===== src/rtl/bridge_reg_bank_pkg.sv =====
// Shared types and address-map helpers for the bridge register bank.
// - bridge_reg_bank_cfg_t : per-register reset value and writable-bit mask
// - reg_idx_t             : register index type (up to 16 data registers)
// - status_ofs/commit_ofs : byte offsets of STATUS and COMMIT relative to BASE_ADDR
// - masked_merge          : masked register update used by every slot
package bridge_reg_bank_pkg;

    localparam int MAX_REGS = 16;

    typedef logic [3:0] reg_idx_t;

    typedef struct packed {
        logic [31:0] reset_value;
        logic [31:0] write_mask;
    } bridge_reg_bank_cfg_t;

    // STATUS sits directly after the last data register.
    function automatic logic [31:0] status_ofs(input int num_regs);
        return 32'(4 * num_regs);
    endfunction

    // COMMIT sits directly after STATUS.
    function automatic logic [31:0] commit_ofs(input int num_regs);
        return 32'(4 * num_regs + 4);
    endfunction

    // Only bits set in mask take the new data; the rest keep their old value.
    function automatic logic [31:0] masked_merge(input logic [31:0] old_val,
                                                 input logic [31:0] new_val,
                                                 input logic [31:0] mask);
        return (old_val & ~mask) | (new_val & mask);
    endfunction

endpackage


===== src/rtl/bridge_reg_bank_if.sv =====
// Bridge bus bundle between a bridge master and one register-bank leaf.
// master: drives bridge_addr/bridge_wr/bridge_wr_data/bridge_rd, receives read data and hit.
// slave : the opposite directions.
interface bridge_reg_bank_if;

    logic [31:0] bridge_addr;
    logic        bridge_wr;
    logic [31:0] bridge_wr_data;
    logic        bridge_rd;
    logic [31:0] bridge_rd_data;
    logic        bridge_rd_hit;

    modport master (
        output bridge_addr,
        output bridge_wr,
        output bridge_wr_data,
        output bridge_rd,
        input  bridge_rd_data,
        input  bridge_rd_hit
    );

    modport slave (
        input  bridge_addr,
        input  bridge_wr,
        input  bridge_wr_data,
        input  bridge_rd,
        output bridge_rd_data,
        output bridge_rd_hit
    );

endinterface


===== src/rtl/bridge_reg_slot.sv =====
// One masked control register with shadow/live copies and change detection.
// Ports:
//   clk_74a  in   bridge clock
//   reset    in   synchronous active-high reset (live = shadow = reset value)
//   wr_en    in   write this register this cycle
//   wr_data  in   32-bit write data (masked by CFG.write_mask)
//   commit   in   copy shadow to live this cycle (COMMIT_MODE=1 only)
//   live_q   out  registered live value
//   changed  out  registered one-cycle pulse when live took a different value
module bridge_reg_slot
    import bridge_reg_bank_pkg::*;
#(
    parameter bridge_reg_bank_cfg_t CFG         = '0,
    parameter bit                   COMMIT_MODE = 1'b0
) (
    input  logic        clk_74a,
    input  logic        reset,
    input  logic        wr_en,
    input  logic [31:0] wr_data,
    input  logic        commit,
    output logic [31:0] live_q,
    output logic        changed
);

    logic [31:0] live_r;
    logic [31:0] shadow_r;
    logic        changed_r;
    logic [31:0] live_next_s;
    logic [31:0] shadow_next_s;

    // Next-state: in commit mode writes land in shadow and commit copies the
    // pre-write shadow, so a same-cycle write is held back for the next commit.
    always_comb begin
        live_next_s   = live_r;
        shadow_next_s = shadow_r;
        if (COMMIT_MODE) begin
            if (wr_en) begin
                shadow_next_s = masked_merge(shadow_r, wr_data, CFG.write_mask);
            end else begin
                shadow_next_s = shadow_r;
            end
            if (commit) begin
                live_next_s = shadow_r;
            end else begin
                live_next_s = live_r;
            end
        end else begin
            if (wr_en) begin
                live_next_s = masked_merge(live_r, wr_data, CFG.write_mask);
            end else begin
                live_next_s = live_r;
            end
            shadow_next_s = live_next_s;
        end
    end

    // Register state; change pulse is raised together with the new live value.
    always_ff @(posedge clk_74a) begin
        if (reset) begin
            live_r    <= CFG.reset_value;
            shadow_r  <= CFG.reset_value;
            changed_r <= 1'b0;
        end else begin
            live_r    <= live_next_s;
            shadow_r  <= shadow_next_s;
            changed_r <= (live_next_s != live_r);
        end
    end

    assign live_q  = live_r;
    assign changed = changed_r;

endmodule


===== src/rtl/bridge_reg_bank.sv =====
// Bridge-mapped control/status register bank.
// Map (byte offsets from BASE_ADDR): REG[i] at 4*i, STATUS at 4*NUM_REGS (W1C sticky),
// COMMIT at 4*NUM_REGS+4 (write = commit in COMMIT_MODE=1, read = {31'b0, pending}).
// Ports:
//   clk_74a      in   bridge clock
//   reset        in   synchronous active-high reset
//   bus          slave bridge bundle (addr/wr/wr_data/rd in, registered rd_data/rd_hit out)
//   ext_sel      in   per external source "address is mine" (index 0 has highest priority)
//   ext_rd_data  in   per external source read data
//   commit_strobe in  apply shadow to live (COMMIT_MODE=1 only)
//   regs_q       out  live register values
//   reg_changed  out  one-cycle pulse per register when its live value changes
//   status_set   in   sticky event bits OR-ed into STATUS every cycle
//   status_irq   out  registered OR-reduction of STATUS
module bridge_reg_bank
    import bridge_reg_bank_pkg::*;
#(
    parameter logic [31:0]                 BASE_ADDR    = 32'h0010_0000,
    parameter int                          NUM_REGS     = 4,
    parameter logic [NUM_REGS-1:0][31:0]   RESET_VALUES = '0,
    parameter logic [NUM_REGS-1:0][31:0]   WRITE_MASKS  = '1,
    parameter bit                          COMMIT_MODE  = 1'b0,
    parameter int                          NUM_EXT      = 1,
    localparam int                         EXT_W        = (NUM_EXT > 0) ? NUM_EXT : 1
) (
    input  logic                          clk_74a,
    input  logic                          reset,
    bridge_reg_bank_if.slave              bus,
    input  logic [EXT_W-1:0]              ext_sel,
    input  logic [EXT_W-1:0][31:0]        ext_rd_data,
    input  logic                          commit_strobe,
    output logic [NUM_REGS-1:0][31:0]     regs_q,
    output logic [NUM_REGS-1:0]           reg_changed,
    input  logic [31:0]                   status_set,
    output logic                          status_irq
);

    localparam logic [31:0] STATUS_OFS = status_ofs(NUM_REGS);
    localparam logic [31:0] COMMIT_OFS = commit_ofs(NUM_REGS);

    logic [31:0]         ofs_s;
    logic                addr_ok_s;
    logic [NUM_REGS-1:0] reg_hit_s;
    logic [NUM_REGS-1:0] reg_wr_s;
    logic                status_hit_s;
    logic                commit_hit_s;
    logic                any_reg_wr_s;
    logic                commit_s;
    logic [31:0]         status_clr_s;
    logic [31:0]         status_next_s;
    logic [31:0]         rd_data_next_s;
    logic                rd_hit_next_s;

    logic [31:0]         status_r;
    logic                status_irq_r;
    logic                pending_r;
    logic [31:0]         rd_data_r;
    logic                rd_hit_r;

    // Address decode; addresses below BASE or not word-aligned never hit.
    always_comb begin
        ofs_s        = bus.bridge_addr - BASE_ADDR;
        addr_ok_s    = (bus.bridge_addr >= BASE_ADDR) && (bus.bridge_addr[1:0] == 2'b00);
        reg_hit_s    = '0;
        reg_wr_s     = '0;
        for (int i = 0; i < NUM_REGS; i++) begin
            reg_hit_s[i] = addr_ok_s && (ofs_s == 32'(4 * i));
            reg_wr_s[i]  = bus.bridge_wr && reg_hit_s[i];
        end
        status_hit_s = addr_ok_s && (ofs_s == STATUS_OFS);
        commit_hit_s = addr_ok_s && (ofs_s == COMMIT_OFS);
        any_reg_wr_s = |reg_wr_s;
        commit_s     = COMMIT_MODE && (commit_strobe || (bus.bridge_wr && commit_hit_s));
    end

    // STATUS next value: write-one-to-clear, then set bits OR-ed in so set wins.
    always_comb begin
        if (bus.bridge_wr && status_hit_s) begin
            status_clr_s = bus.bridge_wr_data;
        end else begin
            status_clr_s = 32'h0000_0000;
        end
        status_next_s = (status_r & ~status_clr_s) | status_set;
    end

    // Read mux: internal hits first, then ext_sel[0], ext_sel[1], ...
    always_comb begin
        rd_data_next_s = 32'h0000_0000;
        rd_hit_next_s  = 1'b0;
        if (|reg_hit_s) begin
            for (int i = 0; i < NUM_REGS; i++) begin
                if (reg_hit_s[i]) begin
                    rd_data_next_s = regs_q[i];
                end else begin
                    rd_data_next_s = rd_data_next_s;
                end
            end
            rd_hit_next_s = 1'b1;
        end else if (status_hit_s) begin
            rd_data_next_s = status_r;
            rd_hit_next_s  = 1'b1;
        end else if (commit_hit_s) begin
            rd_data_next_s = {31'd0, pending_r};
            rd_hit_next_s  = 1'b1;
        end else begin
            // Walk from the lowest-priority source up so index 0 is applied last.
            for (int e = NUM_EXT - 1; e >= 0; e--) begin
                if (ext_sel[e]) begin
                    rd_data_next_s = ext_rd_data[e];
                    rd_hit_next_s  = 1'b1;
                end else begin
                    rd_data_next_s = rd_data_next_s;
                    rd_hit_next_s  = rd_hit_next_s;
                end
            end
        end
    end

    // Pending flag: a register write keeps it set even when a commit lands the same cycle.
    always_ff @(posedge clk_74a) begin
        if (reset) begin
            pending_r <= 1'b0;
        end else if (COMMIT_MODE && any_reg_wr_s) begin
            pending_r <= 1'b1;
        end else if (commit_s) begin
            pending_r <= 1'b0;
        end else begin
            pending_r <= pending_r;
        end
    end

    // Sticky STATUS register and its registered interrupt.
    always_ff @(posedge clk_74a) begin
        if (reset) begin
            status_r     <= 32'h0000_0000;
            status_irq_r <= 1'b0;
        end else begin
            status_r     <= status_next_s;
            status_irq_r <= |status_r;
        end
    end

    // Registered read return.
    always_ff @(posedge clk_74a) begin
        if (reset) begin
            rd_data_r <= 32'h0000_0000;
            rd_hit_r  <= 1'b0;
        end else begin
            rd_data_r <= rd_data_next_s;
            rd_hit_r  <= rd_hit_next_s;
        end
    end

    for (genvar g = 0; g < NUM_REGS; g++) begin : g_slot
        localparam bridge_reg_bank_cfg_t SLOT_CFG = '{
            reset_value: RESET_VALUES[g],
            write_mask:  WRITE_MASKS[g]
        };

        bridge_reg_slot #(
            .CFG         (SLOT_CFG),
            .COMMIT_MODE (COMMIT_MODE)
        ) u_slot (
            .clk_74a (clk_74a),
            .reset   (reset),
            .wr_en   (reg_wr_s[g]),
            .wr_data (bus.bridge_wr_data),
            .commit  (commit_s),
            .live_q  (regs_q[g]),
            .changed (reg_changed[g])
        );
    end

    assign bus.bridge_rd_data = rd_data_r;
    assign bus.bridge_rd_hit  = rd_hit_r;
    assign status_irq         = status_irq_r;

endmodule

===== src/flat_wrapper.sv =====
// flat-port wrapper written by rule: the top's interface ports become plain ports
module bridge_reg_bank_flat import bridge_reg_bank_pkg::*;
#(
    parameter logic [31:0]                 BASE_ADDR    = 32'h0010_0000,
    parameter int                          NUM_REGS     = 4,
    parameter logic [NUM_REGS-1:0][31:0]   RESET_VALUES = '0,
    parameter logic [NUM_REGS-1:0][31:0]   WRITE_MASKS  = '1,
    parameter bit                          COMMIT_MODE  = 1'b0,
    parameter int                          NUM_EXT      = 1,
    localparam int                         EXT_W        = (NUM_EXT > 0) ? NUM_EXT : 1
)
  (clk_74a, reset, ext_sel, ext_rd_data, commit_strobe, regs_q, reg_changed, status_set, status_irq, bus_bridge_addr, bus_bridge_wr, bus_bridge_wr_data, bus_bridge_rd, bus_bridge_rd_data, bus_bridge_rd_hit);
  bridge_reg_bank_if bus_i ();
  input  logic clk_74a;
  input  logic reset;
  input  logic [EXT_W-1:0] ext_sel;
  input  logic [EXT_W-1:0][31:0] ext_rd_data;
  input  logic commit_strobe;
  output logic [NUM_REGS-1:0][31:0] regs_q;
  output logic [NUM_REGS-1:0] reg_changed;
  input  logic [31:0] status_set;
  output logic status_irq;
  input wire logic [$bits(bus_i.bridge_addr)-1:0] bus_bridge_addr;
  input wire logic [$bits(bus_i.bridge_wr)-1:0] bus_bridge_wr;
  input wire logic [$bits(bus_i.bridge_wr_data)-1:0] bus_bridge_wr_data;
  input wire logic [$bits(bus_i.bridge_rd)-1:0] bus_bridge_rd;
  output wire logic [$bits(bus_i.bridge_rd_data)-1:0] bus_bridge_rd_data;
  output wire logic [$bits(bus_i.bridge_rd_hit)-1:0] bus_bridge_rd_hit;
  assign bus_i.bridge_addr = bus_bridge_addr;
  assign bus_i.bridge_wr = bus_bridge_wr;
  assign bus_i.bridge_wr_data = bus_bridge_wr_data;
  assign bus_i.bridge_rd = bus_bridge_rd;
  assign bus_bridge_rd_data = bus_i.bridge_rd_data;
  assign bus_bridge_rd_hit = bus_i.bridge_rd_hit;
  bridge_reg_bank #(.BASE_ADDR(BASE_ADDR), .NUM_REGS(NUM_REGS), .RESET_VALUES(RESET_VALUES), .WRITE_MASKS(WRITE_MASKS), .COMMIT_MODE(COMMIT_MODE), .NUM_EXT(NUM_EXT)) u_core (.clk_74a(clk_74a), .reset(reset), .bus(bus_i), .ext_sel(ext_sel), .ext_rd_data(ext_rd_data), .commit_strobe(commit_strobe), .regs_q(regs_q), .reg_changed(reg_changed), .status_set(status_set), .status_irq(status_irq));
endmodule

===== config.mk =====
export PLATFORM = sky130hd
export DESIGN_NAME = bridge_reg_bank_flat
export DESIGN_NICKNAME = d
export VERILOG_FILES = /design/src/rtl/bridge_reg_bank_pkg.sv /design/src/rtl/bridge_reg_bank_if.sv /design/src/rtl/bridge_reg_slot.sv /design/src/rtl/bridge_reg_bank.sv /design/src/flat_wrapper.sv
export SDC_FILE = /design/constraint.sdc
export NUM_CORES = 1
export LEC_CHECK = 0
export CAP_MARGIN = 0
export CORE_MARGIN = 2
export CORE_UTILIZATION = 45
export CTS_CLUSTER_DIAMETER = 50
export DETAILED_ROUTE_END_ITERATION = 10
export PLACE_DENSITY = 0.85
export SLEW_MARGIN = 10
export SYNTH_ARGS = -nofsm -noshare
export SYNTH_HDL_FRONTEND = slang
export SYNTH_SLANG_ARGS = --single-unit

===== constraint.sdc =====
create_clock -name clk_74a -period 4.5 [get_ports clk_74a]
set_input_delay 0.45 -clock clk_74a [delete_from_list [all_inputs] [get_ports clk_74a]]
set_output_delay 0.45 -clock clk_74a [all_outputs]
set_load 0.05 [all_outputs]

### Yosys cells after proc, flatten, opt, wreduce, memory -nomap -nowiden

Index checks and enable logic that the tools add are counted.
Widths: inputs -> output; s select.

| word-level totals | value |
|---|---|
| bits in registers | 198 |
| latch bits | 0 |
| bits in writable memories | 0 |
| memory bits (read-only) | 0 |
| input bits | 134 |
| output and inout port bits | 166 |
| word-level logic and storage cells | 59 |
| memories kept | 0 |

| cells by class | value |
|---|---|
| add/sub/neg operators | 1 |
| multipliers | 0 |
| div/mod/pow operators | 0 |
| magnitude comparators | 1 |
| equality and inequality tests | 9 |
| shifts and indexed selects | 0 |
| multiplexer cells | 17 |
| bitwise operators | 3 |
| reductions and logical operators | 16 |

Operator list:

| operator | number |
|---|---|
| $mux 32 | 13 |
| $ne 32x32->1 | 4 |
| $eq 32x4->1 const B | 2 |
| $eq 32x5->1 const B | 2 |
| $and 32x32->32 | 1 |
| $eq 32x3->1 const B | 1 |
| $ge 32x21->1 const B | 1 |
| $logic_not 32->1 | 1 |
| $not 32->32 | 1 |
| $or 32x32->32 | 1 |
| $reduce_or 32->1 | 1 |
| $sub 32x21->32 const B | 1 |
| $logic_and 1x1->1 | 12 |
| $mux 1 | 4 |
| $reduce_or 4->1 | 1 |
| $logic_not 2->1 | 1 |

### Logic depth before layout (Yosys ltp)

| depth | value |
|---|---|
| depth after elaboration | 8 |
| gate-level depth with buffers | 7 |
| gate-level depth less buffers | 5 |

### Cells and area by module

From an unflattened synthesis, not the netlist that was laid out.

| unflattened totals | value |
|---|---|
| cells, all modules | 963 |
| area, all modules | 9684.3 um^2 |

Modules (own cells, without submodules):

| module | times used | cells each | area an instance (um^2) | sequential area each (um^2) |
|---|---|---|---|---|
| bridge_reg_slot | 4 | 149 | 1508.9 | 660.6 |
| bridge_reg_bank | 1 | 367 | 3648.5 | 1321.3 |

### Worst setup path after synthesis

OpenSTA, ideal clock, no wires.

| timing | value |
|---|---|
| path type | input to register |
| start point | input bus_bridge_addr[23] |
| end point | register u_core.g_slot[1].u_slot.live_r[3] |
| library setup time | 0.128 ns |
| arrival | 1.946 ns |
| required time | 4.372 ns |
| slack | 2.426 ns |
| stages on the path | 7 |
| path buffers | 2 |
| cell sequence | nor4b_2 > nand4_1 > or4_1 > buf_2 > buf_4 > mux2i_1 > nor2_1 |

| on the way | value |
|---|---|
| word-level cells in the longest chain between the ends | 5 |
| elaborated cells on any way between the ends | 7 |
| those cells by class | add/sub: 1; order compare: 1; eq/ne: 1; mux: 1; reduce/logical: 3 |

RTL lines:

| element | line | RTL |
|---|---|---|
| start: declaration | flat_wrapper.sv:23 | `input wire logic [$bits(bus_i.bridge_addr)-1:0] bus_bridge_addr;` |
| $sub 32x21->32 / $ge 32x21->1 (equally long branches) | bridge_reg_bank.sv:62, bridge_reg_bank.sv:63 |  |
| $eq 32x3->1 / $logic_and 1x1->1 (equally long branches) | bridge_reg_bank.sv:67, bridge_reg_bank.sv:63 |  |
| $logic_and 1x1->1 (*) | bridge_reg_bank.sv:67 | `reg_hit_s[i] = addr_ok_s && (ofs_s == 32'(4 * i));` |
| $logic_and 1x1->1 (*) | bridge_reg_bank.sv:68 | `reg_wr_s[i] = bus.bridge_wr && reg_hit_s[i];` |
| $mux 32 (*) | bridge_reg_slot.sv:48 | `if (wr_en) begin` |
| end signal: assignment | bridge_reg_slot.sv:60 | `live_r <= CFG.reset_value;` |
| end signal: assignment | bridge_reg_slot.sv:64 | `live_r <= live_next_s;` |
| end: declaration | bridge_reg_slot.sv:25 | `logic [31:0] live_r;` |

Every way passes the cells marked *; elsewhere a longest branch is shown, timed or not.
A chain may end at the register's enable or synchronous reset.

### Final worst setup path

| timing | value |
|---|---|
| start point | input bus_bridge_addr[3] |
| end point | register u_core.g_slot[0].u_slot.live_r[30] |

| on the way | value |
|---|---|
| word-level cells in the longest chain between the ends | 5 |
| elaborated cells on any way between the ends | 7 |
| those cells by class | add/sub: 1; order compare: 1; mux: 1; reduce/logical: 4 |

RTL lines:

| element | line |
|---|---|
| $sub 32x21->32 / $ge 32x21->1 (equally long branches) | bridge_reg_bank.sv:62, bridge_reg_bank.sv:63 |
| $logic_not 32->1 / $logic_and 1x1->1 (equally long branches) | bridge_reg_bank.sv:67, bridge_reg_bank.sv:63 |
| $logic_and 1x1->1 (*) | bridge_reg_bank.sv:67 |
| $logic_and 1x1->1 (*) | bridge_reg_bank.sv:68 |
| $mux 32 (*) | bridge_reg_slot.sv:48 |
| end signal: assignment | bridge_reg_slot.sv:60 |
| end signal: assignment | bridge_reg_slot.sv:64 |
| end: declaration | bridge_reg_slot.sv:25 |

Marked as above.

==> impl_metrics.csv <==
group,metric,value,unit
routing,vias,10020,
yosys,synth_edf_count,0,
finish,multiInputGateArea,5346,um2
grt,overflow,0,
pwr,power_leakage,5.798,nW
finish,mostFrequentLayoutCells,"clkdlybuf4s50_1, dfxtp_1, nor2_1, nand2_1, mux2i_1",
finish,insertedDiodeCount,0,
clock_tree,htree_levels,4,
timing,tightest_slew,1169,ps
placement,place_area,12860,um2
critical_path,crit_required,4800,ps
timing,fin_skew,11.75,ps
finish,mostFrequentLayoutCell,"clkdlybuf4s50_1",
yosys,ys_types,42,
clock_tree,clock_latency,450,ps
yosys,ys_warn_count,0,
finish,final_cell_area,13480,um2
die,die_x,151.9,um
clock_tree,clockRootBuffer,"clkbuf_16",
timing,min_period,3112,ps
die,num_rows,54,
yosys,avgSynthCellArea,8.634,um2
grt,grt_max_degree,89,
timing,setup_viol,0,
yosys,synth_compound_area_share,12.16,%
grt,antenna_found_initial,0,
yosys,synth_top_flop_cell,"dfxtp_1",
timing,max-slew-margin-rel,22.04,%
yosys,synthAdderAreaFrac,0,%
critical_path,path_delay_family,"buffers and inverters",
grt,grt_pass1_wl,57700,um
yosys,async_reset_ff_share,0,%
routing,drc_errors,0,
clock_tree,tritoncts,"built",
yosys,synth-simple-area-share,22.07,%
yosys,syn-instance-count,1140,
timing,rsz0062_at_grt,"no",
die,die_h,151.9,um
clock_tree,ctsHoldBuffers,0,
finish,fin_nets,1504,
yosys,netlist_area,9843,um2
yosys,synth_xor_area_share,6.673,%
clock_tree,cts_setup_buffers,0,
timing,finalMaxSlewViolations,0,
timing,tns,0,ps
timing,hold_violations,0,
critical_path,cpPeakStageDelay,1070,ps
routing,wirelength,38170,um
routing,wire_per_inst,22.95,um
placement,place_ws,969.5,ps
timing,timing.final.crit_share,69.15,%
routing,drt_pre_antenna_iters,6,
die,core,21620,um2
placement,hpwl,28320,um
critical_path,worstSetupStartpointType,"input pin",
finish,drive_gt1_share,4.411,%
placement,io_buffers,297,
die,io_pins,300,
placement,gp_congestion,0.9919,
critical_path,slowest_stage,"or4_2",
worst_hold_path,hold_path.class,"reg2reg",
grt,grt_usage,31.89,%
clock_tree,clk_pin_slew,80,ps
finish,nFillCells,1807,
finish,seqCellArea,3964,um2
timing,clock.fmax,321.3,MHz
critical_path,end_kind,"register",
routing,drtIter0Drc,1128,
pwr,power_density,289.6,nW/um2
critical_path,cp_max_fo,36,
flow_run,max-cap-violations,0,
yosys,synth_seq_cells,198,
run_status,outcome,"finished clean",
clock_tree,cts_inserted_buffers,17,
yosys,synth.yosys.seq_area_share,40.27,%
yosys,synthMuxAreaShare,13.02,%
routing,via_per_inst,6.023,
critical_path,cp_data_arrival_time,3420,ps
die,dieArea,23070,um2
clock_tree,cts-resized-gates,0,
grt,grt_pass1_vias,9540,
die,initial_core_util,45.53,%
pwr,peakVddDrop,0.0002224,V
clock_tree,clkSinkCount,198,
yosys,synth_nets,1274,
timing,worst_slack,1388,ps
finish,area_growth,36.98,%
critical_path,crit_chain,"clkdlybuf4s50_1 -> inv_2 -> nand2b_1 -> or4_2 -> buf_4 -> mux2i_1 -> nor2_1",
yosys,synth_top_family_by_area,"simple AND/OR/NAND/NOR gates",
routing,ant_nets,0,
critical_path,critPathKind,"in2reg",
clock_tree,cts.path.max_buffers,2,
critical_path,critPathBufInv,3,
## final cells by class
type	instances	area share (%)
Inverter	36	1.002
Sequential cell	198	29.40
Tap cell	280	2.598
Clock buffer	19	3.285
Clock inverter	13	1.346
Timing Repair Buffer	310	22.72
Multi-Input combinational cell	807	39.65
## registers in the layout, summed over array words and instances (netlist names)
name / count
u_core.bus.bridge_rd_data: 32
u_core.g_slot.u_slot.live_q: 128
u_core.status_r: 32
u_core.status_irq: 1
u_core.bus.bridge_rd_hit: 1
u_core.g_slot.u_slot.changed: 4
## kinds of logic after synthesis
logic type	count (synthesis)
compound gates	156
flops	198
xor+xnor	75
buf+inv	135
mux	128
simple gates	448
## power breakdown
group / internal (W) / leakage, nW / total, W / switching [W]
clock network: 0.000911 / 0.304 / 0.00166 / 0.000748
registers: 0.00178 / 1.61 / 0.00181 / 0.0000228
logic: 0.000187 / 3.88 / 0.000440 / 0.000253
## worst paths after layout
path / cells after the start / startpoint / endpoint / slack, ps
setup / recovery: 7 / bus_bridge_addr[3] / u_core.g_slot[0].u_slot.live_q[30] / 1390
setup reg to reg: 4 / u_core.g_slot[2].u_slot.live_q[30] / u_core.g_slot[2].u_slot.changed / 2350
hold / removal: 2 / u_core.status_r[13] / u_core.status_r[13] / 510
hold reg to reg: 2 / u_core.status_r[13] / u_core.status_r[13] / 510
## Yosys cell counts, types with 4 or more instances
| cell | n | area [um2] |
|---|---|---|
| a221o_1 | 35 | 350.3 |
| a311oi_1 | 4 | 35.03 |
| inv_1 | 35 | 131.4 |
| xnor2_1 | 32 | 280.3 |
| a221oi_1 | 4 | 35.03 |
| and4b_1 | 32 | 320.3 |
| nand2_1 | 133 | 499.2 |
| clkbuf_1 | 73 | 274.0 |
| xor2_1 | 43 | 376.6 |
| buf_1 | 5 | 18.77 |
| o22ai_1 | 19 | 118.9 |
| a22o_1 | 10 | 87.58 |
| dfxtp_1 | 198 | 3964 |
| buf_2 | 10 | 50.05 |
| nor4_1 | 33 | 206.5 |
| buf_4 | 8 | 60.06 |
| a21oi_1 | 33 | 165.2 |
| nor2_1 | 170 | 638.1 |
| or4_1 | 10 | 75.07 |
| o2bb2ai_1 | 7 | 61.31 |
| mux2i_1 | 128 | 1281 |
| a22oi_1 | 34 | 255.2 |
| nor3_1 | 36 | 180.2 |
| nand4_1 | 14 | 87.58 |
| nand2b_1 | 6 | 37.54 |
## worst min-delay path, delay by kind of cell, from the launching register on
family	cells	cell delay [ps]
flip-flops	1	320
AND/OR/NAND/NOR	2	140
## metal layers
layer / up-vias / GRT usage (%) / wire [um]
met1: 4811 / 41.53 / 15370
met5: - / 0 / 0
met3: 86 / 6.560 / 3583
met2: 617 / 51.89 / 17750
li1: 4503 / - / -
met4: 0 / 12.77 / 1470
## through the flow
stage / power (W) / hold slack (ps) / utilization (%) / cells
6_report: 0.003905 / 510.7 / 62.36 / 1663
5_1_grt: 0.004003 / 528.8 / 62.36 / 1663
4_1_cts: 0.003901 / 508.3 / 62.36 / 1663
3_5_place_dp: 0.002277 / 497.5 / 59.47 / 1631
3_3_place_gp: 0.002270 / 468.8 / 59.47 / 1631
2_1_floorplan: 0.002055 / 480.4 / - / 1140
Power figures use the tool's default switching activity.
